File: src/rtl/param_shift_register.sv
// param_shift_register
//   Parallel-load shift register with single-step left/right shifts and a
//   counted burst mode driven by a three-state controller.
//   Optional feature: define SHIFT_ROTATE_EN to add the 'rot' input, which
//   turns every shift into a rotate.
//
//   state | meaning
//   ------+--------------------------------------------------------------
//   IDLE  | accepts ld > start > single-step shift (sl xor sr)
//   RUN   | one shift per edge in the latched direction; busy high
//   DONE  | one-cycle completion pulse on done, then back to IDLE
module param_shift_register #(
  parameter int WIDTH = 8,
  parameter int CNT_W = 4
) (
  input  logic             clk,
  input  logic             reset,
  input  logic [WIDTH-1:0] d_in,
  input  logic             ld,
  input  logic             sl,
  input  logic             sr,
  input  logic             sin_lsb,
  input  logic             sin_msb,
  input  logic             arith,
  input  logic             start,
  input  logic [CNT_W-1:0] count,
  input  logic             dir,
`ifdef SHIFT_ROTATE_EN
  input  logic             rot,
`endif
  output logic [WIDTH-1:0] out,
  output logic             sout_msb,
  output logic             sout_lsb,
  output logic             busy,
  output logic             done
);

  typedef enum logic [1:0] {IDLE, RUN, DONE} state_t;

  state_t             state_q, state_d;
  logic [WIDTH-1:0]   out_q, out_d;
  logic [CNT_W-1:0]   rem_q, rem_d;
  logic               dir_q, dir_d;
  logic               busy_q, busy_d;
  logic               done_q, done_d;

  logic               fill_l, fill_r;
  logic [WIDTH-1:0]   shl, shr;

  // Shift candidates; fill bits are sampled live so they apply to burst shifts too.
  always_comb begin
    fill_l = sin_lsb;
    fill_r = arith ? out_q[WIDTH-1] : sin_msb;
`ifdef SHIFT_ROTATE_EN
    if (rot) begin
      fill_l = out_q[WIDTH-1];
      fill_r = out_q[0];
    end
`endif
    shl = {out_q[WIDTH-2:0], fill_l};
    shr = {fill_r, out_q[WIDTH-1:1]};
  end

  // Next-state logic; busy/done are computed here so they come straight from flops.
  always_comb begin
    state_d = state_q;
    out_d   = out_q;
    rem_d   = rem_q;
    dir_d   = dir_q;
    busy_d  = 1'b0;
    done_d  = 1'b0;
    case (state_q)
      IDLE: begin
        if (ld) begin
          out_d = d_in;
        end else if (start) begin
          dir_d = dir;
          if (count == '0) begin
            state_d = DONE;
            done_d  = 1'b1;
          end else begin
            rem_d   = count;
            state_d = RUN;
            busy_d  = 1'b1;
          end
        end else if (sl && !sr) begin
          out_d = shl;
        end else if (sr && !sl) begin
          out_d = shr;
        end
      end
      RUN: begin
        out_d = dir_q ? shr : shl;
        rem_d = rem_q - 1'b1;
        if (rem_q == CNT_W'(1)) begin
          state_d = DONE;
          done_d  = 1'b1;
        end else begin
          busy_d  = 1'b1;
        end
      end
      DONE: begin
        state_d = IDLE;
      end
      default: begin
        state_d = IDLE;
      end
    endcase
  end

  // State registers; async reset also aborts any burst in flight.
  always_ff @(posedge clk or negedge reset) begin
    if (!reset) begin
      state_q <= IDLE;
      out_q   <= '0;
      rem_q   <= '0;
      dir_q   <= 1'b0;
      busy_q  <= 1'b0;
      done_q  <= 1'b0;
    end else begin
      state_q <= state_d;
      out_q   <= out_d;
      rem_q   <= rem_d;
      dir_q   <= dir_d;
      busy_q  <= busy_d;
      done_q  <= done_d;
    end
  end

  assign out      = out_q;
  assign sout_msb = out_q[WIDTH-1];
  assign sout_lsb = out_q[0];
  assign busy     = busy_q;
  assign done     = done_q;

endmodule

File: config.mk
export PLATFORM = sky130hd
export DESIGN_NAME = param_shift_register
export DESIGN_NICKNAME = d
export VERILOG_FILES = /design/src/rtl/param_shift_register.sv
export SDC_FILE = /design/constraint.sdc
export NUM_CORES = 1
export LEC_CHECK = 0
export CAP_MARGIN = 20
export CORE_MARGIN = 2
export CORE_UTILIZATION = 27
export CTS_BUF_LIST = sky130_fd_sc_hd__clkbuf_16
export CTS_CLUSTER_DIAMETER = 100
export CTS_CLUSTER_SIZE = 12
export DETAILED_ROUTE_END_ITERATION = 10
export PLACE_DENSITY_LB_ADDON = 0.12
export SETUP_SLACK_MARGIN = 0.3
export SLEW_MARGIN = 10
export SYNTH_ARGS = -nofsm -noshare
export SYNTH_HDL_FRONTEND = slang
export SYNTH_SLANG_ARGS = --single-unit
File: constraint.sdc
create_clock -name clk -period 1.27 [get_ports clk]
set_input_delay 0.127 -clock clk [delete_from_list [all_inputs] [get_ports clk]]
set_output_delay 0.127 -clock clk [all_outputs]
set_load 0.02 [all_outputs]
==> results.md <==
* Hpwl dp at about 2200 um
* Drt initial violations at 35
* Sequential fraction of the synthesis area at 0.3640
* Mapped Nets at 146
* FF/Latch Area at 432.9 sq um
* Critical path launch point type: flip-flop
* First-pass GRT wire length at approximately 5300 um
* Yosys cell types at 30
* Clock Path Buffers at 2
* Fin nets at 200
* Final Cycle Share at 1.027
* Post-synth top area share at 0.3640
* Worst relative slew slack at 0.7523
* Setup TNS at -34.77 ps
* Gr usage total at 0.1321
* Failing checks: setup timing
* Top FF cell, synth: dfrtp_1
* Post-route cell area at approximately 1900 sq um
* Final WS setup at -34.77 ps
* CTS Buf Count at 3
* Setup violators final at 1
* Endpoints failing hold at 0
* CTS tree: yes
* Core area at around 4000 sq um
* Post-synthesis async set-or-reset flop share at 1.000
* Number of synthesized flops with an enable pin at 0
* 1st-pass router iterations at 4
* Clock slew at reported path FFs at 60 ps
* Worst Clk Skew at roughly 4.4 ps
* Ranking of synthesized cells by area: dfrtp_1 36%, mux2_2 14%, nand2b_1 5.4%
* GPL Wtd Cong at 0.7622
* Lkg Pwr at approximately 0.80 nW
* Syn Area/Cell at 9.579 sq um
* Die ar. at 4871 sq um
* Kind of end point of the critical path: flip-flop
* Row Count at 23
* Layout area overhead at 65.20%
* Top-count cell post-synth: dfrtp_1
* Critical path data required time at about 1400 ps
* Via/cell ratio at approximately 4.9
* Number of clock sinks at 17
* Commonest cells in the netlist: 17 x dfrtp_1, 15 x mux2_2, 12 x nor2_1
* DRC viols at 0
* Die width at 69.79 um
* Fillcell total at 393
* Multi-input logic area at a little over 800 sq um
* Starting Density at 0.2860
* WL final at about 3200 um
* Max cap viols at 0
* PD cells at between 2000 and 2500 nW/um^2
* Via count at between 1000 and 1500
* Critical path peak fanout at 5
* R2R depth at 3
* ANT cells at 0
* CTS root buf: clkbuf_16
* Initial antenna violation count at 0
* WP data arrival at around 1400 ps
* Max VDD drop at about 900 uV
* Slew Limit Fails at 0
* Yosys top cell by area: dfrtp_1
* IO Pins at 34
* Dpl cell area at 1657 sq um
* Setup CP Type: flip-flop to flip-flop
* RSZ-0062 raised after global routing: true
* Worst-Margin Slew at 368.2 ps
* FF-to-FF End: dir_q$_DFFE_PN0P_
* # port buffers at 33
* DIE HEIGHT at 69.79 um
* Hold slack final at ~220 ps
* Worst hold path type: primary input to asynchronous set/reset pin
* Fin crit period at 1305 ps
* Worst r2r src: state_q[1]$_DFFE_PN0P_
* CP startpoint: state_q[1]$_DFFE_PN0P_
* Vias in the first global route at roughly 1100
* Clock Latency Late Sink at 250 ps
* Fraction of layout cells with a size suffix above 1 at 0.5029
* Status: finished, violations left
* Largest net degree at the start of global routing at 18
* Post-route antenna net violation count at 0
* #FFs+latches synth at 17
* H-tree lvl count at 1
* Synth warn at 0
* Worst Setup EP: dir_q$_DFFE_PN0P_
* Cells after synthesis at 122
* Post-Syn Area at 1169 sq um
* Fmax at approximately 770 MHz
* Total gr overflow at 0
* R2r setup slk at -30 ps
* WL/cell at 14.10 um
[sequential cells by signal, indices dropped and copies added, names as in the netlist]
name and cells:
busy 1, dir_q 1, done 1, out 8
rem_q 4, state_q 2
[timing repair]
item                                    CTS  global route
pin swaps                                10             6
hold endpoints to repair                  0             0
resized for setup                        92            12
hold buffers                              0             0
endpoints found under the setup margin   29            27
buffers inserted                          6             4
[layout by cell type (no fill, tap or decap), types with 2 or more instances in the layout]
cell type,n
a21oi_1,3
a22oi_2,3
a31oi_1,6
a31oi_2,2
buf_2,4
buf_4,16
buf_6,14
clkbuf_16,3
clkdlybuf4s50_1,17
dfrtp_1,11
dfrtp_2,6
dlygate4sd2_1,4
ha_1,2
inv_1,2
mux2_2,14
mux2i_1,2
nand2_1,9
nand2b_1,8
nand2b_4,2
nor2_1,5
nor2_2,6
nor2b_4,2
nor3b_2,2
o211ai_1,8
o21ai_2,3
[critical path, stage by stage, from the launching register on]
cell,delay (ps)
dfrtp_2,460
nor4b_4,250
buf_4,180
mux2_4,300
[final cells by class]
class                   count  share of cell area
multi-input cells          95              0.4213
repair buffers             57              0.2767
flip-flops and latches     17              0.2242
clock buffers               3             0.03889
well taps                  50             0.03240
inverters                   2            0.003889
clock inverters             1            0.002592
[through the flow]
stage	util	setup WS [ps]	total power, mW	std cells
4_1_cts	0.4535	-54.77	4.407	221
5_1_grt	0.4724	-92.16	4.924	225
3_3_place_gp	0.4054	-416.4	3.471	211
2_1_floorplan	-	12.07	2.616	122
3_5_place_dp	0.4054	-455.8	3.486	211
6_report	0.4724	-34.77	4.570	225
[how the worst min path moves through the flow]
stage,cells past startpoint,slack (ps),endpoint
floorplan,0,-170,busy$_DFF_PN0_
global placement,2,500,done$_DFF_PN0_
detailed placement,2,490,done$_DFF_PN0_
CTS,2,230,rem_q[0]$_DFFE_PN0P_
global route,2,240,busy$_DFF_PN0_
finish,2,220,state_q[1]$_DFFE_PN0P_
[power by group]
group	switching (mW)	leakage, nW	internal (mW)
registers	0.411	0.195	0.830
clock network	0.221	0.0409	0.422
logic	1.20	0.568	1.49
total	1.83	0.804	2.74
[metal layers]
| metal | wire (um) | up-vias | global-route usage | part of all wire |
|---|---|---|---|---|
| met5 | 0 | - | 0 | 0 |
| met4 | 27 | 0 | 0.05128 | 0.0085 |
| met3 | 113 | 2 | 0.02180 | 0.036 |
| met2 | 1612 | 22 | 0.2180 | 0.51 |
| met1 | 1418 | 530 | 0.1717 | 0.45 |
| li1 | - | 551 | - | - |
[cell families after synthesis]
group                    synth area share
AO/OA/AOI/OAI                      0.1949
XOR/XNOR                         0.007496
adder cells (fa/ha/maj)           0.02141
buffers and inverters             0.04818
flip-flops                         0.3640
multiplexers                       0.1617
AND/OR/NAND/NOR                    0.2023
No activity file was read; power rests on OpenSTA's default activity.
==> variant 1 (same settings) <==
Reset style: synchronous (`reset`), changed in one clocked block. Comments in the files are not updated.
--- a/src/rtl/param_shift_register.sv
+++ b/src/rtl/param_shift_register.sv
@@ -110,5 +110,5 @@
 
   // State registers; async reset also aborts any burst in flight.
-  always_ff @(posedge clk or negedge reset) begin
+  always_ff @(posedge clk) begin
     if (!reset) begin
       state_q <= IDLE;
Behaviour: differs if reset is asserted again (counterexample within 4 cycles, from zero or initial values and one cycle with reset low); with reset held inactive, the same outputs for 10 cycles.
==> variant 1 against the unedited design <==
The run still ends with negative setup slack left. Critical endpoint is now rem_q[0]. Sequential cell count is the same. Worst setup slack lost 0.084 ns. Design area grew 6.2%. Synthesized area shrank 2.1%. Non-clock buffer count grew 18. Wire length grew 19%.
Power is not compared: it rests on default switching activity, and its combinational part moved more than twofold at a synthesized area within 25%.
==> variant 1: results (changes against the unedited design) <==
[cells_and_area]
nNetsFinal = 226  ; +13%
fillCellCount = 377  ; -4.1%
drive_gt1_share_pct = 54.7  ; +4.4 points

[outcome]
violations = negative setup slack
status = finished with violations

[yosys]
synthTopCellsByArea = dfxtp_1 30%, mux2_2 15%, o211ai_1 5.9%
synth.distinct_cells = 34  ; +13%
syn_avg_cell_area_um2 = 8.60  ; -10%
ys_top_cells_by_count = 17 x dfxtp_1, 15 x mux2_2, 12 x nand2_1
syn_nets = 157  ; +7.5%
ys_seq_area_share_pct = 29.8  ; -6.6 points
synth_top_flop_cell = dfxtp_1
async_flop_share_pct = 0  ; -100 points

[global_routing]
grt_pass1_wl_mm = 6.28  ; +19%
grtUsageTotal_pct = 16.3  ; +3.1 points
first_global_vias = 1326  ; +25%
grt_antenna_before_repair = 0  ; unchanged
use_met1_pct = 20.5  ; +3.3 points
grt_util_met3_pct = 3.65  ; +1.5 points

[timing]
finalSetupViolations = 15  ; +14
finClkSkew_ns = 0.00560  ; +0.00123 ns
slew_headroom_pct = 80.0  ; +4.8 points
worst_slack_ns = -0.118  ; -0.0836 ns

[placement]
dp_cells = 237  ; +12%
place_hpwl_mm = 2.56  ; +16%

[setup_path]
r2r-start = state_q[1]
slowest_delay_ns = 0.41  ; -0.05 ns
regToRegEndpoint = rem_q[0]
crit_family = compound AO/OA/AOI/OAI gates
slowest_stage = or3b_4
crit_arrival_ns = 1.55  ; +0.11 ns

[routing]
wl_per_cell_um = 15.0  ; +6.5%
vias_per_cell = 5.03  ; +2.5%
routed_wl_mm = 3.77  ; +19%

[min_path]
min_path_type = in2reg

==> variant 1: cell types whose count changed in the layout (fill, tap and decap cells not counted), moves of 5 or more <==
cell,change
dfxtp_2,+7
o21ai_1,+7
buf_4,+19
dfrtp_1,-11
dfrtp_2,-6
buf_6,-7
nor2_2,-5
dfxtp_1,+8
==> variant 1: kinds of logic after synthesis <==
kind of cell | after synthesis | synth area share (%)
mux | 16 | 15.6
fa+ha+maj | 2 | 2.19
simple gates | 42 | 20.6
flops | 17 | 29.8
compound gates | 42 | 25.3
buf+inv | 14 | 6.56
==> variant 1: worst min path at each step <==
stage / endpoint / slack (ns) / from
after floorplan: dir_q / 0.26 / dir
final: rem_q[2] / 0.48 / count[2]
after detailed placement: dir_q / 0.51 / dir_q
after CTS: dir_q / 0.47 / dir
after global routing: dir_q / 0.49 / dir
after global placement: dir_q / 0.49 / dir_q
==> variant 1: metal layers <==
layer / routed length (um) / vias up
met2: 1930 / 26
met1: 1700 / 604
met3: 126 / 2
li1: - / 631
met4: 17 / 0
met5: 0 / -
==> variant 1: area by class of cell <==
class                           instances  area, um^2  share of cell area (%)
Clock buffer                            3        75.1                    3.66
Clock inverter                          1        5.00                   0.244
Sequential cell                        17         357                    17.4
Inverter                                3        11.3                   0.549
Timing Repair Buffer                   75         652                    31.8
Tap cell                               50        62.6                    3.05
Multi-Input combinational cell        102         887                    43.3
==> variant 1: worst reg2reg max path, delay by kind of cell (launching register included) <==
| family | cells | cell delay (ns) |
|---|---|---|
| and+or+nand+nor | 1 | 0.41 |
| DFF | 1 | 0.34 |
| AOI/OAI and AO/OA | 3 | 0.55 |
==> variant 1: what timing repair did <==
item / in CTS / in global routing
setup buffers: 6 / 3
resized for setup: 78 / 23
setup endpoints to repair: 29 / 20
pin swaps: 8 / 8
gates cloned: 1 / 0
==> variant 1: through the flow <==
| stage | area [um^2] | hold slack [ns] | setup WS [ns] |
|---|---|---|---|
| floorplan | 1190 | 0.263 | -0.141 |
| global placement | 1760 | 0.494 | -0.441 |
| detailed placement | 1760 | 0.509 | -0.482 |
| CTS | 1980 | 0.469 | -0.102 |
| global route | 2050 | 0.492 | -0.195 |
| finish | 2050 | 0.476 | -0.118 |
==> variant 1: power groups by stage <==
stage / combinational, mW / clock (mW) / sequential [mW]
after global routing: 0.848 / 0.681 / 0.667
after floorplan: 0.325 / 0 / 0.698
after global placement: 0.681 / 0 / 0.652
final: 0.780 / 0.651 / 0.654
after CTS: 0.741 / 0.668 / 0.651
after detailed placement: 0.692 / 0 / 0.654
==> variant 2 (same settings) <==
Without the edit above. The parameter `WIDTH` goes from 8 to 6.
--- a/src/rtl/param_shift_register.sv
+++ b/src/rtl/param_shift_register.sv
@@ -11,5 +11,5 @@
 //   DONE  | one-cycle completion pulse on done, then back to IDLE
 module param_shift_register #(
-  parameter int WIDTH = 8,
+  parameter int WIDTH = 6,
   parameter int CNT_W = 4
 ) (
Interface: changed (resized d_in and out); port bits go from 34 to 30. No check against the original RTL was run, so the function may have changed too.
==> variant 2 against the unedited design <==
Worst setup slack better by 0.019 ns. Non-clock buffer count shrank 3. Synthesized cell count down 1.6%. Sequential cell count decreased by 2. Power shrank 7.0%. Largest cell class unchanged. Wire length shrank 12%. Synthesized area shrank 12%. The flow still finishes with violations (negative setup slack). Design area shrank 8.0%.
==> variant 2: results (changes against the unedited design) <==
[setup_path]
cp_max_fo = 3  ; -2
slowest_delay_ns = 0.42  ; -0.04 ns
rr_worst_depth = 4  ; +1
crit_arrival_ns = 1.41  ; -0.03 ns
regToRegEndpoint = rem_q[3]
slowest_stage = dfrtp_1
r2r-start = rem_q[1]

[yosys]
yosys_warnings = 0  ; unchanged
synth.most_common_cell = nor2_1
synth.distinct_cells = 28  ; -6.7%
ys_top_cells_by_count = 19 x nor2_1, 15 x dfrtp_1, 9 x mux2_2
syn_nets = 142  ; -2.7%
synthTopCellsByArea = dfrtp_1 36%, mux2_2 9.8%, nor2_1 6.9%
async_flop_share_pct = 100  ; unchanged
ys_seq_area_share_pct = 36.4  ; about the same

[routing]
drtIter0Drc = 55  ; +57%
routed_wl_mm = 2.78  ; -12%
vias = 1023  ; -7.4%
first_pass_iters = 4  ; unchanged

[timing]
finClkSkew_ns = 0.00436  ; -0.00000988 ns
worst_slack_ns = -0.0156  ; +0.0191 ns
tightest_slew_ns = 0.300  ; -0.0681 ns
finalSetupViolations = 1  ; unchanged

[clocking]
clk_path_buf_depth = 2  ; unchanged
root_buffer = clkbuf_16
clkTransAtPathRegs_ns = 0.05
insertion_delay_ns = 0.24
cts-buffers-inserted = 3  ; unchanged

[cells_and_area]
nNetsFinal = 191  ; -4.5%
drive_gt1_share_pct = 47.6  ; -2.7 points
largest_register_ffs = 6  ; -2

[global_routing]
grt_pass1_wl_mm = 4.57  ; -13%
grt_max_degree = 16  ; -2
grtUsageTotal_pct = 13.7  ; +0.52 points
grt_antenna_before_repair = 0  ; unchanged

[placement]
gp_congestion = 0.772  ; +1.3%
io_buffers = 29  ; -12%
place_hpwl_mm = 1.96  ; -11%

[min_path]
min_path_type = in2async

[pwr]
p_leak_nw = 0.743  ; -7.5%
switchingPower_mw = 1.71  ; -6.6%
ir_drop_mv = 0.883  ; -2.9%

[outcome]
violations = negative setup slack
status = finished with violations

-- variant 2: changes by cell type after synthesis, sizes merged, moves of 3 or more --
cell and change:
a21oi +5, nand2 -4, nand2b -3, nor2 +7
o211ai -3
-- variant 2: worst max-delay path, delay by kind of cell, from the launching register on --
family / cells / cell delay [ns]
compound gates: 2 / 0.19
simple gates: 1 / 0.23
flops: 1 / 0.42
mux: 1 / 0.32
-- variant 2: worst max-delay path by stage --
stage              from        to  cells after the start
2_1_floorplan  rem_q[0]  rem_q[3]                      4
6_report       rem_q[1]  rem_q[3]                      4
3_5_place_dp         sl    out[2]                      6
3_3_place_gp         sl    out[3]                      6
4_1_cts        rem_q[1]  rem_q[3]                      4
5_1_grt        rem_q[1]  rem_q[3]                      4
-- variant 2: cells by family after synthesis --
logic type / synth area share, %
compound gates: 18.6
mux: 14.2
fa+ha+maj: 2.43
simple gates: 21.2
xor+xnor: 0.850
buf+inv: 6.31
flops: 36.4
-- variant 2: layer usage --
layer / GRT usage [%] / vias up / part of all wire, %
li1: - / 514 / -
met1: 17.4 / 478 / 45
met2: 22.0 / 24 / 47
met3: 2.90 / 7 / 5.0
met4: 6.77 / 0 / 2.0
met5: 0 / - / 0
-- variant 2: through the flow --
stage	std cells	hold slack (ns)	setup TNS [ns]	area (um^2)	setup slack (ns)
3_5_place_dp	206	0.471	-3.62	1560	-0.377
3_3_place_gp	206	0.469	-3.57	1560	-0.339
6_report	216	0.200	-0.0156	1780	-0.0156
5_1_grt	216	0.217	-0.164	1780	-0.0766
4_1_cts	213	0.210	-0.0193	1710	-0.0185
2_1_floorplan	120	-0.169	0	1130	0.0493
-- variant 2: layout make-up --
cell class / instances / area, um^2
Sequential cell: 15 / 385
Tap cell: 48 / 60.1
Clock buffer: 3 / 75.1
Multi-Input combinational cell: 91 / 747
Inverter: 4 / 15.0
Timing Repair Buffer: 54 / 489
Clock inverter: 1 / 3.75
Fill cell: 348 / 1890
-- variant 2: what timing repair did --
item / 4_1_cts / 5_1_grt
pin swaps: 5 / 5
gates resized for setup: 74 / 14
endpoints found under the setup margin: 25 / 24
buffers inserted: 3 / 3
-- variant 2: power groups by stage --
stage               logic (mW)  clock network [mW]  registers [mW]
finish                    2.53               0.609            1.11
CTS                       2.30               0.617            1.09
floorplan                 1.35                   0            1.12
detailed placement        2.13                   0            1.06
global placement          2.09                   0            1.07
global route              2.74               0.650            1.15
